### config.mk
export PLATFORM = sky130hd
export DESIGN_NAME = icache_refill_ctrl
export DESIGN_NICKNAME = d
export VERILOG_FILES = /design/src/rtl/icache_pkg.sv /design/src/rtl/icache_line_buf.sv /design/src/rtl/icache_refill_ctrl.sv
export SDC_FILE = /design/constraint.sdc
export NUM_CORES = 1
export LEC_CHECK = 0
export BUFFER_PORTS_ARGS = -buffer_cell sky130_fd_sc_hd__buf_2
export CORE_MARGIN = 3
export CORE_UTILIZATION = 47
export DETAILED_ROUTE_END_ITERATION = 6
export PLACE_DENSITY = 0.9
export SLEW_MARGIN = 0
export SYNTH_ARGS = -nofsm -noshare
export SYNTH_HDL_FRONTEND = slang
export SYNTH_SLANG_ARGS = --single-unit
### constraint.sdc
create_clock -name CLK -period 1.8 [get_ports CLK]
set_clock_uncertainty 0.1 [all_clocks]
set_input_delay 0.18 -clock CLK [delete_from_list [all_inputs] [get_ports CLK]]
set_output_delay 0.18 -clock CLK [all_outputs]
set_load 0.01 [all_outputs]
### src/rtl/icache_pkg.sv
// icache_pkg
// Shared definitions for the instruction-cache refill controller:
// FSM state encoding, line geometry, beat counter width and the
// byte-offset mask used to line-align fetch addresses.
package icache_pkg;

  typedef enum logic [2:0] {
    ST_IDLE   = 3'd0,
    ST_REQ    = 3'd1,
    ST_BEATS  = 3'd2,
    ST_FILL   = 3'd3,
    ST_REPLAY = 3'd4
  } state_t;

  localparam int          LINE_WORDS       = 4;
  localparam int          LINE_BITS        = 128;
  localparam int          BEAT_CNT_W       = 2;
  localparam logic [31:0] LINE_OFFSET_MASK = 32'hF;

endpackage

### src/rtl/icache_line_buf.sv
// icache_line_buf
// Beat counter plus word-insert register that assembles one cache line
// from in-order 32-bit memory beats.
// Ports:
//   CLK, RST_N  clock, asynchronous active-low reset
//   clear       restart assembly at word 0 (line contents are kept)
//   write       store data into word [beat_cnt] and advance the counter
//   data        32-bit beat data
//   line        assembled line, word k in bits [32k+31:32k]
//   beat_cnt    index of the word the next write lands in
module icache_line_buf
  import icache_pkg::*;
(
  input  logic                  CLK,
  input  logic                  RST_N,
  input  logic                  clear,
  input  logic                  write,
  input  logic [31:0]           data,
  output logic [LINE_BITS-1:0]  line,
  output logic [BEAT_CNT_W-1:0] beat_cnt
);

  logic [BEAT_CNT_W-1:0] cnt_reg;

  // The counter wraps naturally after the last word, which is exactly the
  // beat that hands the line over to the fill cycle.
  always_ff @(posedge CLK or negedge RST_N) begin
    if (!RST_N) begin
      cnt_reg <= '0;
    end else if (clear) begin
      cnt_reg <= '0;
    end else if (write) begin
      cnt_reg <= cnt_reg + 1'b1;
    end
  end

  assign beat_cnt = cnt_reg;

  genvar gi;
  generate
    for (gi = 0; gi < LINE_WORDS; gi++) begin : g_word
      logic [31:0] word_reg;

      always_ff @(posedge CLK or negedge RST_N) begin
        if (!RST_N) begin
          word_reg <= '0;
        end else if (write && (cnt_reg == BEAT_CNT_W'(gi))) begin
          word_reg <= data;
        end
      end

      assign line[gi*32 +: 32] = word_reg;
    end
  endgenerate

endmodule

### src/rtl/icache_refill_ctrl.sv
// icache_refill_ctrl
// Miss/refill controller for the direct-mapped instruction cache. On an
// IDLE miss it stalls fetch, requests the 4-word line from memory, collects
// the beats, writes the assembled line into the cache for one cycle, waits
// one replay cycle and returns to IDLE where the hit is re-evaluated.
// Optional feature macro: ICACHE_PERF_CNT_EN enables the hit/miss counters;
// without it hit_cnt and miss_cnt are constant zero.
// Ports:
//   CLK, RST_N                 clock, asynchronous active-low reset
//   fetch_valid/fetch_addr     fetch request from the fetch stage
//   cache_hit                  same-cycle hit flag for fetch_addr
//   stall                      hold PC/fetch
//   mem_req/mem_addr/mem_gnt   line read request handshake
//   mem_rvalid/mem_rdata       in-order data beats, word 0 first
//   fill_we/fill_addr/fill_line  one-cycle cache line write
//   hit_cnt/miss_cnt           performance counters
module icache_refill_ctrl
  import icache_pkg::*;
#(
  parameter int ADDR_W = 32
) (
  input  logic                 CLK,
  input  logic                 RST_N,
  input  logic                 fetch_valid,
  input  logic [ADDR_W-1:0]    fetch_addr,
  input  logic                 cache_hit,
  output logic                 stall,
  output logic                 mem_req,
  output logic [ADDR_W-1:0]    mem_addr,
  input  logic                 mem_gnt,
  input  logic                 mem_rvalid,
  input  logic [31:0]          mem_rdata,
  output logic                 fill_we,
  output logic [ADDR_W-1:0]    fill_addr,
  output logic [LINE_BITS-1:0] fill_line,
  output logic [31:0]          hit_cnt,
  output logic [31:0]          miss_cnt
);

  state_t                state_reg, state_next;
  logic [ADDR_W-1:0]     addr_reg;
  logic                  start_miss;
  logic                  buf_write;
  logic [BEAT_CNT_W-1:0] beat_cnt;

  always_ff @(posedge CLK or negedge RST_N) begin
    if (!RST_N) begin
      state_reg <= ST_IDLE;
    end else begin
      state_reg <= state_next;
    end
  end

  always_comb begin
    state_next = state_reg;
    start_miss = 1'b0;
    buf_write  = 1'b0;
    mem_req    = 1'b0;
    fill_we    = 1'b0;
    case (state_reg)
      ST_IDLE: begin
        if (fetch_valid && !cache_hit) begin
          start_miss = 1'b1;
          state_next = ST_REQ;
        end
      end
      ST_REQ: begin
        mem_req = 1'b1;
        if (mem_gnt) state_next = ST_BEATS;
      end
      ST_BEATS: begin
        if (mem_rvalid) begin
          buf_write = 1'b1;
          if (beat_cnt == BEAT_CNT_W'(LINE_WORDS - 1)) state_next = ST_FILL;
        end
      end
      ST_FILL: begin
        fill_we    = 1'b1;
        state_next = ST_REPLAY;
      end
      ST_REPLAY: state_next = ST_IDLE;
      default:   state_next = ST_IDLE;
    endcase
  end

  // In IDLE the stall follows the live miss so the PC is held in the very
  // cycle the miss is seen; in every other state it is purely state-driven.
  assign stall = (state_reg == ST_IDLE) ? (fetch_valid && !cache_hit) : 1'b1;

  // The latched line address is authoritative for the whole refill; later
  // fetch_addr changes are not looked at until the FSM is back in IDLE.
  always_ff @(posedge CLK or negedge RST_N) begin
    if (!RST_N) begin
      addr_reg <= '0;
    end else if (start_miss) begin
      addr_reg <= fetch_addr & ~ADDR_W'(LINE_OFFSET_MASK);
    end
  end

  assign mem_addr  = addr_reg;
  assign fill_addr = addr_reg;

  icache_line_buf u_line_buf (
    .CLK      (CLK),
    .RST_N    (RST_N),
    .clear    (start_miss),
    .write    (buf_write),
    .data     (mem_rdata),
    .line     (fill_line),
    .beat_cnt (beat_cnt)
  );

`ifdef ICACHE_PERF_CNT_EN
  logic [31:0] hit_cnt_reg, miss_cnt_reg;

  always_ff @(posedge CLK or negedge RST_N) begin
    if (!RST_N) begin
      hit_cnt_reg  <= '0;
      miss_cnt_reg <= '0;
    end else begin
      if ((state_reg == ST_IDLE) && fetch_valid && cache_hit) hit_cnt_reg <= hit_cnt_reg + 32'd1;
      if (start_miss) miss_cnt_reg <= miss_cnt_reg + 32'd1;
    end
  end

  assign hit_cnt  = hit_cnt_reg;
  assign miss_cnt = miss_cnt_reg;
`else
  assign hit_cnt  = 32'd0;
  assign miss_cnt = 32'd0;
`endif

endmodule
# Word level (Yosys, flattened, before mapping)
# Index checks and enable logic that the tools add are counted.
# W data, S select, Z words.
# word_totals
ff_bits	161
latchBits	0
mem_bits_rw	0
rom_bits	0
in_bits	70
elab_cells	42
memories	0
# classes
add_sub_neg	1
n_mul	0
div_mod_pow	0
n_lt_le_gt_ge	0
n_eq_ne	10
shifts	0
mux	14
n_bitwise	0
reduce_logical	10
# op_table
op	count
$mux W3	4
$pmux W3 S4	1
$mux W1	7
$eq A3 B2 Y1 const B	2
$ne A2 B2 Y1 const B	3
$logic_and A1 B1 Y1	5
$eq A2 B2 Y1 const B	2
$mux W2	2
$reduce_and A4 Y1	1
$eq A3 B1 Y1 const B	1
$logic_not A3 Y1	1
$add A2 B1 Y2 const B	1
$eq A2 B1 Y1 const B	1
$logic_not A2 Y1	1
$ne A2 B1 Y1 const B	1
$reduce_bool A2 Y1	1
$logic_not A1 Y1	1

# Logic depth before layout (Yosys ltp)
# Gate-level depths: netlist of the first run.
# logic_depth
depth_word	5
ltp_mapped	5
mapped_depth_nobuf	4

# Modules after synthesis
# From an unflattened synthesis of the first run, not the netlist that was laid out.
# hier_totals
hier_cells	463
area_unflattened_um2	7507.2
# by_module_without_submodules
mod	instances	cells_each	area_each_um2	seq_area_each_um2
icache_line_buf	1	285	5420.2	3253.1
icache_refill_ctrl	1	178	2087.0	775.7

# Worst setup path after synthesis of the first run
# No wires, ideal clock.
# synth_path
path_type	flip-flop to flip-flop
from	register state_reg[0]
to	register u_line_buf.g_word[3].word_reg[11]
setup_time_ns	0.125
t_arrival_ns	1.416
required_time_ns	1.575
setup_slack_ns	0.159
path_stages_with_launch	6
path_buffers	2
cell_sequence	dfrtp_1 nor4bb_1 buf_4 nand2_4 buf_6 mux2_4
# synth_via
elab_chain_len	3
# synth_rtl
item	line_no	rtl
start, declared	icache_refill_ctrl.sv:40	state_t state_reg, state_next;
start signal, assigned	icache_refill_ctrl.sv:50	state_reg <= state_next;
$eq A3 B2 Y1	icache_refill_ctrl.sv:60	case (state_reg)
$mux W1	icache_refill_ctrl.sv:60	
$logic_and A1 B1 Y1	icache_line_buf.sv:47	end else if (write && (cnt_reg == BEAT_CNT_W'(gi))) begin
end signal, assigned	icache_line_buf.sv:48	word_reg <= data;
end, declared	icache_line_buf.sv:42	logic [31:0] word_reg;
# Every way passes these cells.
# A chain may end at the register's enable or synchronous reset.

# Worst setup path in the final report of the first run
# layout_path
from	register state_reg[2]
to	register u_line_buf.g_word[3].word_reg[18]
# Same word-level chain as after synthesis.

==> results of run 1 <==
[worst max-delay path by stage]
stage	endpoint	cells past startpoint
floorplan	u_line_buf.g_word[3].word_reg[11]	5
global placement	u_line_buf.g_word[1].word_reg[22]	5
detailed placement	u_line_buf.g_word[3].word_reg[3]	5
CTS	u_line_buf.g_word[3].word_reg[5]	5
global route	u_line_buf.g_word[3].word_reg[13]	5
finish	u_line_buf.g_word[3].word_reg[18]	5
[repair_timing]
| item | CTS | global route |
|---|---|---|
| endpoints found under the hold margin | 318 | 0 |
| setup endpoints to repair | 0 | 134 |
| gates resized for setup | 0 | 6 |
| hold buffers | 62 | 0 |
| setup buffers | 0 | 4 |
[area by class of cell]
cell class,instances,area [µm²]
multi-input cells,255,2370
fillers,1013,5110
well taps,184,230
clock inverters,14,178
clock buffers,18,439
repair buffers,336,2220
flip-flops and latches,161,4030
inverters,3,11.3
[metrics by stage]
stage                     setup TNS [ns]  total power [µW]  hold slack (ns)
after global routing               -3.63             16900           0.0462
after detailed placement               0             12100         -0.00494
after CTS                              0             16000           0.0217
after floorplan                        0              9870           -0.216
final                                  0             16000           0.0581
after global placement                 0             11800         -0.00808
[routing by layer]
layer	GRT usage (%)	vias up	routed length (µm)
met4	6.24	0	212
met3	6.83	23	1380
met2	38.3	186	9670
met5	0	-	0
li1	-	2034	-
met1	21.7	2303	6230
[cell usage after synthesis, drive strengths merged, types with 2 or more instances]
cell type,count
inv,3
a21oi,2
dfrtp,161
nor2b,4
nor2,3
and3b,2
buf,116
ha,4
nand2,5
mux2,156
[cells by family after synthesis]
kind of cell	after synthesis	synth area share (%)
compound gates	3	0.267
xor+xnor	1	0.125
fa+ha+maj	4	0.712
buf+inv	119	13.1
flops	161	57.3
mux	157	26.6
other cells	1	0.0534
simple gates	18	1.85
[critical path: stages (launching register included)]
cell and delay, ns:
dfrtp_2 0.42, nor4bb_2 0.30, buf_4 0.26, nand2_8 0.10, clkbuf_16 0.19, mux2_4 0.29
[power by group through the flow]
stage               clock network [µW]  registers [µW]  logic, µW
floorplan                            0            6960       2910
global placement                     0            6150       5680
detailed placement                   0            6260       5860
CTS                               3840            6220       5980
global route                      3980            6450       6480
finish                            3750            6270       6010
==> flow_summary.json, run 1 <==
{
  "final_cell_mix": "buf_2, dfrtp_1, mux2_2",
  "cap_violations": 0,
  "cts-htree-levels": 4,
  "worstHoldStart": "mem_rvalid",
  "worstPathMaxFanout": 6,
  "final_nets": 848,
  "synth_cell_types": 22,
  "setup_viol": 0,
  "p_sw_share_pct": 33.4,
  "io_pins": 329,
  "drive_gt1_share_pct": 60.0,
  "worstHoldPathType": "primary input to register",
  "syn_area_mm2": 0.00703,
  "grt_pass1_wl_um": 26100,
  "cts_made_buffers": 17,
  "cp.required_ns": 2.00,
  "critPathKind": "register to register",
  "maxSlewViolCount": 0,
  "clock_latency_ns": 0.41,
  "fin_util_pct": 65.0,
  "drt_iter0_drc": 122,
  "die_w_um": 128,
  "fin_ws_ns": 0.0248,
  "netlist.area_leader.share_pct": 57.3,
  "synthToLayoutAreaGrowth_pct": 34.9,
  "critical_path.startpoint": "state_reg[2]",
  "grt_usage_pct": 20.5,
  "crit_path_start_kind": "register",
  "timing.rr.start": "state_reg[2]",
  "die_h_um": 128,
  "place_area_mm2": 0.00814,
  "worst_ep_arrival_time_ns": 1.97,
  "largest_reg_flops": 128,
  "hpwl_um": 11100,
  "power_density_mw_per_mm2": 1690,
  "cts_tree": "done",
  "period_share_pct": 98.6,
  "p_leak_uw": 0.00518,
  "ys_warn_count": 0,
  "dieArea_mm2": 0.0165,
  "synth_top_area_cell": "dfrtp_1",
  "cts.clk_slew.worst_paths_ns": 0.06,
  "status": "finished, final reports clean",
  "clkPwrFrac_pct": 23.4,
  "first_global_vias": 4894,
  "firstDrtPassIters": 4,
  "vias_per_cell": 4.68,
  "ys_seq_area_share_pct": 57.3,
  "place_congestion": 0.753,
  "synth.avg_cell_area_um2": 15.1,
  "yosys_register_bits": 161,
  "place_ws_ns": 0.0344,
  "layout.cells.non_filler": 971,
  "postRouteWirelength_um": 17500,
  "detail_route.wl_per_cell_um": 18.0,
  "clock_path_buffers": 2,
  "synthArstFlopShare_pct": 100,
  "ys.flop_type": "dfrtp_1",
  "final_common_cell": "buf_2",
  "r2r-end": "u_line_buf.g_word[3].word_reg[18]",
  "net-switching-power_uw": 5350,
  "rrSetupSlack_ns": 0.02,
  "p_int_uw": 10700,
  "drc": 0,
  "rows": 44,
  "final_area_mm2": 0.00948,
  "seqPwrFrac_pct": 39.1,
  "antenna_found_initial": 0,
  "endpoint_kind": "register",
  "synth_area_leaders": "dfrtp_1, mux2_2, buf_4",
  "finalHoldViolCount": 0,
  "vias": 4546,
  "core_mm2": 0.0146,
  "period_minus_slack_ns": 1.78,
  "numClockSinks": 161,
  "hold_path_depth": 3,
  "dp.cells": 871,
  "portBuffers": 252,
  "initial_utilization_pct": 48.2,
  "ant_nets": 0,
  "holdPathEnd": "state_reg[0]",
  "r2r_cells": 5,
  "combPwrFrac_pct": 37.5,
  "syn_inst": 464,
  "grt_start_max_net_pins": 51,
  "cts_root_buf": "clkbuf_16",
  "synth_edf_count": 0,
  "ir_drop_uv": 871,
  "max_freq_ghz": 0.563,
  "grt-ovfl-total": 0,
  "diodes": 0
}
(Power assumes the default switching activity.)
==> run 2, diff against run 1 <==
ABC_AREA = 1   (was unset)
==> run 2 against run 1 <==
Against the previous run:
- combinational power fell by 9.8%
- synthesized cell count rose by 75%
- sequential power fell by 4.0%
- setup slack improved by 0.081 ns
- register-to-register slack improved by 0.08 ns
- first-iteration DRC count rose to 3.2 times the previous value
- die area barely moved
- critical path type unchanged
- final area fell by 1.4%
- critical path depth fell by 1
- global-route usage rose by 3.7 points
==> flow_summary.json, run 2 <==
{
  "status": "finished, final reports clean",
  "synth.avg_cell_area_um2": 8.65,
  "worstPathMaxFanout": 25,
  "ys_seq_area_share_pct": 57.3,
  "firstDrtPassIters": 5,
  "drt_iter0_drc": 388,
  "cts-htree-levels": 4,
  "drc": 0,
  "place_ws_ns": 0.0838,
  "first_global_vias": 5989,
  "cp_slowest_cell": "ha_1",
  "portBuffers": 252,
  "hpwl_um": 13500,
  "crit_family": "adder cells",
  "die_w_um": 128,
  "rrSetupSlack_ns": 0.11,
  "max_freq_ghz": 0.590,
  "grt_usage_pct": 24.3,
  "core_mm2": 0.0146,
  "grt_pass1_wl_um": 31100,
  "postRouteWirelength_um": 20400,
  "timing.rr.start": "u_line_buf.beat_cnt[0]",
  "cp.required_ns": 2.05,
  "rows": 44,
  "die_h_um": 128,
  "ir_drop_uv": 861,
  "detail_route.wl_per_cell_um": 15.7,
  "yosysMostFrequentCell": "nand2_1",
  "worst-path-buf-inv": 1,
  "setup_viol": 0,
  "grt-ovfl-total": 0,
  "finalHoldViolCount": 0,
  "clock_latency_ns": 0.42,
  "p_leak_uw": 0.00563,
  "ys.flop_type": "dfrtp_1",
  "final_nets": 1178,
  "r2r_cells": 4,
  "final_common_cell": "nand2_1",
  "critPathCapture": "u_line_buf.g_word[3].word_reg[18]",
  "synth_cell_types": 16,
  "cts_made_buffers": 17,
  "final_cell_mix": "nand2_1, buf_2, dfrtp_1",
  "cts_root_buf": "clkbuf_16",
  "vias_per_cell": 4.78,
  "power_density_mw_per_mm2": 1620,
  "critical_path.startpoint": "u_line_buf.beat_cnt[0]",
  "ys_top_cells_by_count": "nand2_1, dfrtp_1, buf_4",
  "cp.depth": 4,
  "netlist.area_leader.share_pct": 57.3,
  "period_share_pct": 94.1,
  "clock_path_buffers": 2,
  "rsz0062_at_grt": "no",
  "max_stage_delay_ns": 0.49,
  "io_pins": 329,
  "synthArstFlopShare_pct": 100,
  "n_fill_cell": 1124,
  "ys_warn_count": 0,
  "critPathKind": "register to register",
  "endpoint_kind": "register",
  "period_minus_slack_ns": 1.69,
  "synth_top_area_cell": "dfrtp_1",
  "numClockSinks": 161,
  "final.setup.tns_ns": 0,
  "worstHoldPathType": "primary input to register",
  "multiInputGateArea_mm2": 0.00221,
  "initial_utilization_pct": 48.2,
  "cp_cell_sequence": "ha_1, buf_4, nand3_1, nand2_1",
  "report.power.total_uw": 15100,
  "grt_start_max_net_pins": 57,
  "cts_tree": "done",
  "antenna_found_initial": 0,
  "cts.clk_slew.worst_paths_ns": 0.07,
  "cap_violations": 0,
  "synth_area_leaders": "dfrtp_1, nand2_1, buf_4",
  "regArea_mm2": 0.00403,
  "worst_ep_arrival_time_ns": 1.95,
  "ant_nets": 0,
  "fin_ws_ns": 0.106,
  "syn_inst": 813,
  "crit_path_start_kind": "register",
  "largest_reg_flops": 128,
  "maxSlewViolCount": 0,
  "vias": 6223,
  "layout.cells.non_filler": 1302,
  "syn_area_mm2": 0.00703,
  "r2r-end": "u_line_buf.g_word[3].word_reg[18]",
  "drive_gt1_share_pct": 27.8,
  "synth_edf_count": 0,
  "synthToLayoutAreaGrowth_pct": 33.0,
  "dieArea_mm2": 0.0165,
  "yosys_register_bits": 161,
  "dp.cells": 1207,
  "place_congestion": 0.850
}
[run 2: cells by family after synthesis]
logic type	share of synthesized area, %
fa+ha+maj	0.712
compound gates	2.14
buf+inv	15.2
flops	57.3
other cells	0.0533
simple gates	24.6
[run 2: how the worst min path moves through the flow]
stage | start | end | depth (start not counted)
5_1_grt | mem_rvalid | state_reg[1] | 4
3_3_place_gp | RST_N | u_line_buf.g_word[3].word_reg[5] | 1
2_1_floorplan | RST_N | fill_addr[10] | 0
3_5_place_dp | RST_N | u_line_buf.g_word[3].word_reg[5] | 1
4_1_cts | mem_rvalid | state_reg[1] | 4
6_report | mem_rvalid | state_reg[1] | 4
[run 2: where the power goes]
| part | total, µW | internal, µW | leakage, µW | switching, µW |
|---|---|---|---|---|
| Sequential | 6020 | 5090 | 0.00209 | 930 |
| Combinational | 5420 | 2130 | 0.00326 | 3290 |
| Clock | 3680 | 2220 | 0.000283 | 1460 |
| Total | 15100 | 9440 | 0.00563 | 5680 |
[run 2: per-stage QoR]
step / hold slack, ns / area [µm²] / utilization, %
after floorplan: -0.216 / 7300 / -
after global placement: 0.0187 / 8110 / 55.6
after detailed placement: 0.0178 / 8110 / 55.6
after CTS: 0.0169 / 9340 / 64.0
after global routing: 0.0404 / 9340 / 64.0
final: 0.0494 / 9350 / 64.1
[run 2: what timing repair did]
action	4_1_cts	5_1_grt
setup endpoints to repair	0	75
endpoints found under the hold margin	295	0
buffers inserted	0	0
gates resized for setup	0	3
hold buffers	62	0
[run 2: routing by layer]
layer	share of wire (%)	up-vias	GRT usage (%)
met5	0	-	0
met4	3.5	0	12.5
met3	7.7	52	5.50
met2	51	321	40.9
met1	38	2964	28.9
li1	-	2886	-
[run 2: worst min-delay path, delay by kind of cell]
kind | cells | cell delay, ns
buf+inv | 1 | 0.10
simple gates | 2 | 0.15
compound gates | 1 | 0.09
[run 2: layout make-up]
type | instances | area share (%)
diodes | 1 | 0.0268
multi-input cells | 547 | 23.6
clock buffers | 20 | 4.78
inverters | 41 | 1.67
repair buffers | 336 | 22.7
clock inverters | 12 | 1.67
well taps | 184 | 2.46
flip-flops and latches | 161 | 43.1
